`src/rtl/maze_probe.sv`:
```
// maze_probe: samples the maze wall ROM at 20 points around a sprite's bounding box and returns four 5-bit wall masks.
// Optional macro MAZE_PROBE_TUNNEL_EN: out-of-range x inside the tunnel band reads as open.
module maze_probe #(
    parameter int MAZE_W       = 400,
    parameter int MAZE_H       = 448,
    parameter int TILE_SHIFT   = 3,
    parameter int COLS         = 50,
    parameter int TUNNEL_Y_MIN = 195,
    parameter int TUNNEL_Y_MAX = 223
) (
    input  logic        Clk,
    input  logic        Reset,
    input  logic        start,
    input  logic [9:0]  posX,
    input  logic [9:0]  posY,
    input  logic [9:0]  size,
    output logic [11:0] rom_addr,
    input  logic        rom_data,
    output logic [4:0]  mapL,
    output logic [4:0]  mapR,
    output logic [4:0]  mapB,
    output logic [4:0]  mapT,
    output logic        busy,
    output logic        done
);

`ifdef MAZE_PROBE_TUNNEL_EN
    localparam bit TUNNEL_EN = 1'b1;
`else
    localparam bit TUNNEL_EN = 1'b0;
`endif

    localparam logic [11:0] MAZE_W12 = 12'(MAZE_W);
    localparam logic [11:0] MAZE_H12 = 12'(MAZE_H);
    localparam logic [11:0] TY_MIN12 = 12'(TUNNEL_Y_MIN);
    localparam logic [11:0] TY_MAX12 = 12'(TUNNEL_Y_MAX);
    localparam logic [11:0] COLS12   = 12'(COLS);

    typedef enum logic [1:0] {
        S_IDLE  = 2'd0,
        S_SCAN  = 2'd1,
        S_DRAIN = 2'd2,
        S_DONE  = 2'd3
    } state_t;

    state_t      r_state;
    logic [9:0]  r_px, r_py, r_sz;
    logic [1:0]  r_side;
    logic [2:0]  r_k;
    logic        r_v0, r_f0, r_fv0;
    logic        r_v1, r_f1, r_fv1;
    logic [19:0] r_acc;
    logic [9:0]  w_px, w_py, w_sz;
    logic [13:0] w_probe;

    // Returns {forced, forced_value, address}; the row multiply is a shift-add over the set bits of COLS.
    function automatic logic [13:0] probe_slot(
        input logic [9:0] px,
        input logic [9:0] py,
        input logic [9:0] sz,
        input logic [1:0] side,
        input logic [2:0] k
    );
        logic signed [11:0] s, h, off, cx, cy, x, y;
        logic               x_bad, y_bad, band, fval;
        logic [11:0]        row, col, addr;
        s  = $signed({2'b00, sz});
        h  = $signed({3'b000, sz[9:1]});
        cx = $signed({2'b00, px});
        cy = $signed({2'b00, py});
        case (k)
            3'd0:    off = -s;
            3'd1:    off = -h;
            3'd2:    off = 12'sd0;
            3'd3:    off = h;
            default: off = s;
        endcase
        case (side)
            2'd0: begin x = cx - s - 12'sd1; y = cy + off;        end
            2'd1: begin x = cx + s + 12'sd1; y = cy + off;        end
            2'd2: begin x = cx + off;        y = cy + s + 12'sd1; end
            default: begin x = cx + off;     y = cy - s - 12'sd1; end
        endcase
        x_bad = x[11] || ($unsigned(x) >= MAZE_W12);
        y_bad = y[11] || ($unsigned(y) >= MAZE_H12);
        band  = ($unsigned(y) >= TY_MIN12) && ($unsigned(y) <= TY_MAX12);
        fval  = !(TUNNEL_EN && x_bad && !y_bad && band);
        row   = $unsigned(y) >> TILE_SHIFT;
        col   = $unsigned(x) >> TILE_SHIFT;
        addr  = 12'd0;
        for (int b = 0; b < 12; b++) begin
            if (COLS12[b]) addr = addr + (row << b);
            else           addr = addr;
        end
        if (x_bad || y_bad) addr = 12'd0;
        else                addr = addr + col;
        return {x_bad || y_bad, fval, addr};
    endfunction

    // Slot 0 is issued on the start edge itself, so it must see the live inputs.
    always_comb begin
        w_px = r_px;
        w_py = r_py;
        w_sz = r_sz;
        if (r_state == S_IDLE) begin
            w_px = posX;
            w_py = posY;
            w_sz = size;
        end else begin
            w_px = r_px;
            w_py = r_py;
            w_sz = r_sz;
        end
        w_probe = probe_slot(w_px, w_py, w_sz, r_side, r_k);
    end

    // Scan FSM, read pipeline and mask commit.
    always_ff @(posedge Clk) begin
        if (Reset) begin
            r_state  <= S_IDLE;
            r_px     <= 10'd0;
            r_py     <= 10'd0;
            r_sz     <= 10'd0;
            r_side   <= 2'd0;
            r_k      <= 3'd0;
            r_v0     <= 1'b0;
            r_f0     <= 1'b0;
            r_fv0    <= 1'b0;
            r_v1     <= 1'b0;
            r_f1     <= 1'b0;
            r_fv1    <= 1'b0;
            r_acc    <= 20'd0;
            rom_addr <= 12'd0;
            mapL     <= 5'd0;
            mapR     <= 5'd0;
            mapB     <= 5'd0;
            mapT     <= 5'd0;
            busy     <= 1'b0;
            done     <= 1'b0;
        end else begin
            r_v1  <= r_v0;
            r_f1  <= r_f0;
            r_fv1 <= r_fv0;
            if (r_v1) r_acc <= {(r_f1 ? r_fv1 : rom_data), r_acc[19:1]};
            else      r_acc <= r_acc;
            case (r_state)
                S_IDLE: begin
                    done <= 1'b0;
                    if (start) begin
                        r_px     <= posX;
                        r_py     <= posY;
                        r_sz     <= size;
                        busy     <= 1'b1;
                        rom_addr <= w_probe[11:0];
                        r_f0     <= w_probe[13];
                        r_fv0    <= w_probe[12];
                        r_v0     <= 1'b1;
                        r_side   <= 2'd0;
                        r_k      <= 3'd1;
                        r_state  <= S_SCAN;
                    end else begin
                        rom_addr <= 12'd0;
                        r_v0     <= 1'b0;
                    end
                end
                S_SCAN: begin
                    rom_addr <= w_probe[11:0];
                    r_f0     <= w_probe[13];
                    r_fv0    <= w_probe[12];
                    r_v0     <= 1'b1;
                    if (r_side == 2'd3 && r_k == 3'd4) begin
                        r_side  <= 2'd0;
                        r_k     <= 3'd0;
                        r_state <= S_DRAIN;
                    end else if (r_k == 3'd4) begin
                        r_side <= r_side + 2'd1;
                        r_k    <= 3'd0;
                    end else begin
                        r_k <= r_k + 3'd1;
                    end
                end
                S_DRAIN: begin
                    rom_addr <= 12'd0;
                    r_v0     <= 1'b0;
                    if (r_k == 3'd1) begin
                        r_k     <= 3'd0;
                        r_state <= S_DONE;
                    end else begin
                        r_k <= r_k + 3'd1;
                    end
                end
                default: begin
                    rom_addr <= 12'd0;
                    r_v0     <= 1'b0;
                    mapL     <= r_acc[4:0];
                    mapR     <= r_acc[9:5];
                    mapB     <= r_acc[14:10];
                    mapT     <= r_acc[19:15];
                    done     <= 1'b1;
                    busy     <= 1'b0;
                    r_state  <= S_IDLE;
                end
            endcase
        end
    end

endmodule

```
`config.mk`:
```
export PLATFORM = sky130hd
export DESIGN_NAME = maze_probe
export DESIGN_NICKNAME = d
export VERILOG_FILES = /design/src/rtl/maze_probe.sv
export SDC_FILE = /design/constraint.sdc
export NUM_CORES = 1
export LEC_CHECK = 0
export BUFFER_PORTS_ARGS = -buffer_cell sky130_fd_sc_hd__buf_2
export CAP_MARGIN = 20
export CORE_ASPECT_RATIO = 0.75
export CORE_MARGIN = 2
export CORE_UTILIZATION = 51
export CTS_CLUSTER_SIZE = 24
export DETAILED_ROUTE_END_ITERATION = 7
export PLACE_DENSITY = 0.8
export SETUP_SLACK_MARGIN = 0.15
export SLEW_MARGIN = 20
export SYNTH_ARGS = -nofsm -noshare
export SYNTH_HDL_FRONTEND = slang
export SYNTH_SLANG_ARGS = --single-unit
export TNS_END_PERCENT = 20
```
`constraint.sdc`:
```
create_clock -name Clk -period 6.5 [get_ports Clk]
set_input_delay 0.975 -clock Clk [delete_from_list [all_inputs] [get_ports Clk]]
set_output_delay 0.975 -clock Clk [all_outputs]
set_load 0.02 [all_outputs]
```
== Yosys cells after proc, flatten, opt, wreduce, memory -nomap -nowiden ==
Cells that the tools add are included.

* Add/sub/neg operators: 17
* Magnitude comparators: 2
* Equality and inequality tests: 13
* Muxes and demuxes: 31
* Bitwise operators: 1
* Reduce and logical (&&, ||, !) cells: 18

{| class="wikitable"
|+ Operator list
! operator !! count
|-
| 12-bit case mux with 2 select lines || 3
|-
| 12-bit case mux with 4 select lines || 1
|-
| 10-bit two-way mux || 3
|-
| 11-bit by 1-bit adder with 12-bit output, second input constant || 2
|-
| 11-bit by 12-bit adder with 12-bit output || 2
|-
| 12-bit by 9-bit >= comparator with 1-bit output, second input constant || 2
|-
| 12-bit two-way mux || 2
|-
| 11-bit by 2-bit subtractor with 12-bit output, second input constant || 2
|-
| 10-bit by 10-bit adder with 11-bit output || 2
|-
| 10-bit by 10-bit subtractor with 11-bit output || 2
|-
| 10-bit by 12-bit adder with 12-bit output || 1
|-
| 12-bit adder || 1
|-
| 12-bit by 9-bit adder with 12-bit output || 1
|-
| 2-bit two-way mux || 6
|-
| 3-bit two-way mux || 4
|-
| 10-bit negation with 12-bit output || 1
|-
| 9-bit negation with 12-bit output || 1
|-
| 1-bit case mux with 2 select lines || 5
|-
| 3-bit case mux with 3 select lines || 1
|-
| 2-bit AND reduction || 4
|-
| 2-bit equality test, second input constant || 3
|-
| 3-bit by 2-bit equality test with 1-bit output, second input constant || 2
|-
| 2-bit != test, second input constant || 3
|-
| 2-bit case mux with 3 select lines || 1
|-
| 18 further kinds || 27
|}

* Flip-flop bits (word level): 97
* Output and inout bits: 34
* Word-level logic and storage cells: 102

== Depth between registers and ports, before layout ==
* Depth in word-level cells: 12
* Gate-level depth with buffers: 34

== Least setup slack after synthesis ==
Ideal clock, no wire load.

* Path type: register to register
* From: register r_state[0]
* To: register rom_addr[11]
* Library setup time: 0.127 ns
* Data arrival time: 6.921 ns
* Required time: 6.373 ns
* Setup slack: -0.548 ns
* Stages on the path, launching flop included: 30
* Buffers on the path: 4
* Cell sequence: dfxtp_1 -> inv_1 -> ha_1 -> buf_2 -> buf_2 -> clkbuf_1 -> buf_1 -> mux2_2 -> inv_1 -> ha_1 -> inv_1 -> fa_1 -> nor2b_1 -> o2111ai_1 -> nand3_1 -> a2111oi_1 -> nand4b_1 -> mux2_2 -> and2_1 -> fa_1 -> fa_1 -> inv_1 -> ha_1 -> a21boi_0 -> o21ai_0 -> a21oi_1 -> o21a_1 -> o211a_1 -> o211ai_1 -> nor4_2

* Longest elaborated chain between the ends: 12
* Elaborated cells on any way between the ends: 31
* Classes of those cells: 15 x add/sub; 2 x order compare; 1 x eq/ne; 9 x mux; 4 x reduce/logical

{| class="wikitable"
|+ Ends and longest elaborated chain
! what !! line !! text
|-
| start, declared || 46 || <nowiki>state_t r_state;</nowiki>
|-
| start signal, assigned || 120 || <nowiki>r_state <= S_IDLE;</nowiki>
|-
| start signal, assigned || 160 || <nowiki>r_state <= S_SCAN;</nowiki>
|-
| start signal, assigned || 174 || <nowiki>r_state <= S_DRAIN;</nowiki>
|-
| 2-bit logical NOT || 105, 146 ||
|-
| 10-bit two-way mux || 105 || <nowiki>if (r_state == S_IDLE) begin</nowiki>
|-
| 10-bit negation with 12-bit output or 9-bit negation with 12-bit output (tied branches) || 72, 73 ||
|-
| 12-bit case mux with 4 select lines || 71 || <nowiki>case (k)</nowiki>
|-
| 11-bit by 12-bit adder with 12-bit output (on tied branches) || n/a ||
|-
| 12-bit case mux with 2 select lines || 78 || <nowiki>case (side)</nowiki>
|-
| 10-bit by 12-bit adder with 12-bit output (tied with other cells) || 92 || <nowiki>if (COLS12[b]) addr = addr + (row << b);</nowiki>
|-
| 12-bit adder (tied with other cells) || 92 ||
|-
| 12-bit by 9-bit adder with 12-bit output or 1-bit logical OR (tied branches) || 96, 95 ||
|-
| 12-bit two-way mux || 95 || <nowiki>if (x_bad || y_bad) addr = 12'd0;</nowiki>
|-
| 12-bit two-way mux || 149 || <nowiki>if (start) begin</nowiki>
|-
| 12-bit case mux with 2 select lines * || 146 || <nowiki>case (r_state)</nowiki>
|-
| end signal, assigned || 154 || <nowiki>rom_addr <= w_probe[11:0];</nowiki>
|-
| end signal, assigned || 167 || <nowiki>rom_addr <= w_probe[11:0];</nowiki>
|-
| end, declared || 17 || <nowiki>output logic [11:0] rom_addr,</nowiki>
|}

Every way passes the cells marked *; elsewhere a longest branch is shown, timed or not.
A chain may end at the register's enable or synchronous reset.

== Final worst setup path ==
* From: register r_state[1]
* To: register rom_addr[11]

The elaborated chain is that of the path after synthesis.

==> flow_summary_export.csv <==
group,metric,value,unit
timing,hold_violations,0,
setup_path,crit_start,"r_state[1]",
global_route,grt_first_pass_wirelength,40000,um
setup_path,path_class,"register to register",
setup_path,required,6750,ps
clock_network,cts_tree,"built",
route,drt-total-wl,26000,um
place,portBuffers,67,
setup_path,crit_top_cell,"inv_2",
min_path,whs_endpoint,"r_v1",
timing,rsz0062_at_grt,"yes",
die,coreArea,16900,um2
clock_network,cts_sinks,97,
setup_path,r2r-end,"rom_addr[11]",
outcome,status,"finished, final reports clean",
global_route,antenna_found_initial,0,
die,die_w,156,um
clock_network,cts_made_buffers,9,
clock_network,h-tree-depth,3,
die,ioPinCount,68,
setup_path,crit_slowest_cell,"a2111oi_4",
global_route,grt_pass1_vias,7995,
global_route,overflow,0,
min_path,hold_path_depth,1,
final_layout,insertedDiodeCount,0,
clock_network,insertion_delay,370,ps
yosys,syn_area_per_cell,8.11,um2
min_path,hold_class,"register to register",
timing,max_freq,0.160,GHz
yosys,synth_flop_cell,"dfxtp_1",
clock_network,cts_buffer_depth,2,
die,die-area,18400,um2
timing,period_share,96.0,%
min_path,min_from,"r_v0",
final_layout,drive_above_1_share,29.4,%
die,rows,41,
yosys,yosysWarningCount,0,
die,die_y,118,um
yosys,syn_area,8840,um2
yosys,synthesis.nets,1237,
timing,relSlewSlack,36.1,%
setup_path,r2r_cells,29,
timing,tns,0,ps
clock_network,clk_pin_slew,80,ps
yosys,ys_types,78,
final_layout,area_growth,26.5,%
setup_path,r2r_setup_slack,260,ps
route,viasPerCell,5.87,
yosys,synth-seq-cells,97,
setup_path,critical_path_peak_fanout,6,
clock_network,postCtsHoldBufs,0,
global_route,grt_util_all_layers,26.9,%
setup_path,end_kind,"register",
place,hpwl,19300,um
die,start_util,52.4,%
timing,slew_viol_final,0,
route,first_pass_iters,5,
place,gp_congestion,1.02,
yosys,synth-seq-area-share,22.0,%
route,drc_errors,0,
yosys,synth_edf_count,0,
place,place_area,10200,um2
setup_path,r2r_start,"r_state[1]",
final_layout,final_nets,1416,
clock_network,cts_root_buf,"clkbuf_16",
setup_path,arrival,6490,ps
final_layout,stdcell_area,11200,um2
route,dr.first_iter.drc_count,825,
timing,tightestPinTransition,959,ps
global_route,grt_max_degree,86,
setup_path,cp-start-kind,"register",
route,vias,8741,
route,postRouteAntennaNets,0,
route,post_drt_wl_per_cell,17.5,um
yosys,syn_inst,1090,
job,cap_violations,0,
timing,skew,10.6,ps
timing,setup_viol,0,
timing,finalCriticalPeriod,6240,ps
setup_path,slowest_delay,470,ps
yosys,async_flop_share,0,%
worst max-delay path: cells and delay by family, from the launching register on:
kind | cells | cell delay, ps
AOI/OAI and AO/OA | 11 | 2530
buffers and inverters | 8 | 890
adders and majority gates | 5 | 1410
DFF | 1 | 320
and+or+nand+nor | 3 | 450
xor gates and xnor gates | 1 | 150
muxes | 1 | 360
cells in the mapped netlist, drive strengths merged, types with 5 or more instances:
cell / count / area [um2]
buf: 20 / 97.6
clkbuf: 25 / 93.8
xnor2: 44 / 385
a21oi: 94 / 470
nand4: 5 / 31.3
a211oi: 9 / 67.6
a22oi: 6 / 45.0
fa: 17 / 340
ha: 96 / 1200
nor2: 100 / 378
nand2: 114 / 430
o21bai: 9 / 67.6
nand2b: 10 / 62.6
nor4: 15 / 159
nor2b: 20 / 133
a31oi: 8 / 50.1
o311ai: 6 / 75.1
o31ai: 5 / 37.5
or2: 10 / 62.6
a21o: 13 / 97.6
o21ai: 50 / 254
o22ai: 7 / 43.8
o211ai: 5 / 42.5
a221oi: 8 / 87.6
dfxtp: 97 / 1940
mux2: 22 / 248
o31a: 6 / 52.6
o21a: 11 / 82.6
nand3: 13 / 65.1
inv: 81 / 304
mux2i: 57 / 571
nor3: 25 / 125
or3: 11 / 68.8
xor2: 15 / 131
per-layer routing:
metal | vias up | wire (um) | part of all wire [%] | track usage [%]
met4 | 0 | 448 | 1.7 | 6.19
met3 | 48 | 2030 | 7.8 | 6.96
li1 | 4209 | - | - | -
met1 | 4155 | 12200 | 47 | 38.4
met5 | - | 0 | 0 | 0
met2 | 329 | 11400 | 44 | 40.5
state kept, by name (all words and copies together), names as in the netlist:
register	count
r_py	10
busy	1
r_v0	1
mapT	5
mapR	5
r_fv1	1
mapB	5
done	1
r_f0	1
r_v1	1
r_fv0	1
r_acc	20
r_state	2
r_f1	1
r_px	10
mapL	5
r_side	2
rom_addr	12
r_sz	10
r_k	3
cells by family after synthesis:
| logic type | after synthesis | synth area share, % |
|---|---|---|
| flops | 97 | 22.0 |
| xor+xnor | 59 | 5.84 |
| buf+inv | 127 | 5.65 |
| compound gates | 276 | 21.3 |
| fa+ha+maj | 113 | 17.4 |
| mux | 79 | 9.25 |
| simple gates | 339 | 18.5 |
cells in the final DEF (no fill, tap or decap), types with 20 or more instances in the layout:
cell type  Yosys  routed
a21oi_1       94      81
inv_1         81      72
dfxtp_1       97      91
o21ai_0       48      33
mux2_2        22      20
nand2_1      113     113
xnor2_1       44      43
mux2i_1       57      52
buf_2          6      67
nor2_1        99      97
ha_1          96      83
buf_4          0     140
nor3_1        25      20
how the worst max path moves through the flow:
stage / endpoint / slack, ps
2_1_floorplan: rom_addr[11] / 160
3_3_place_gp: rom_addr[11] / -100
3_5_place_dp: rom_addr[11] / -270
4_1_cts: rom_addr[11] / 180
5_1_grt: rom_addr[11] / -60
6_report: rom_addr[11] / 260
repair_timing:
item | CTS | global route
endpoints found under the setup margin | 2 | 5
pin swaps | 4 | 59
gates resized for setup | 10 | 108
setup buffers | 7 | 26
layout make-up:
cell class / count / area [um2]
multi-input combinational: 866 / 6880
fill: 1303 / 5700
sequential: 97 / 1950
timing repair buffer: 213 / 1470
inverter: 82 / 314
tap: 215 / 269
clock buffer: 9 / 225
clock inverter: 7 / 71.3
through the flow:
stage / cells / worst slack (ps) / util, % / hold slack (ps)
global route: 1489 / -56.9 / 66.3 / 450
global placement: 1440 / -95.9 / 60.3 / 439
floorplan: 1090 / 164 / - / 414
finish: 1489 / 261 / 66.3 / 445
detailed placement: 1440 / -267 / 60.3 / 442
CTS: 1463 / 177 / 62.6 / 453
Power is not shown: default switching activity piles up to over one toggle a cycle in this logic, so the estimate is an artifact.
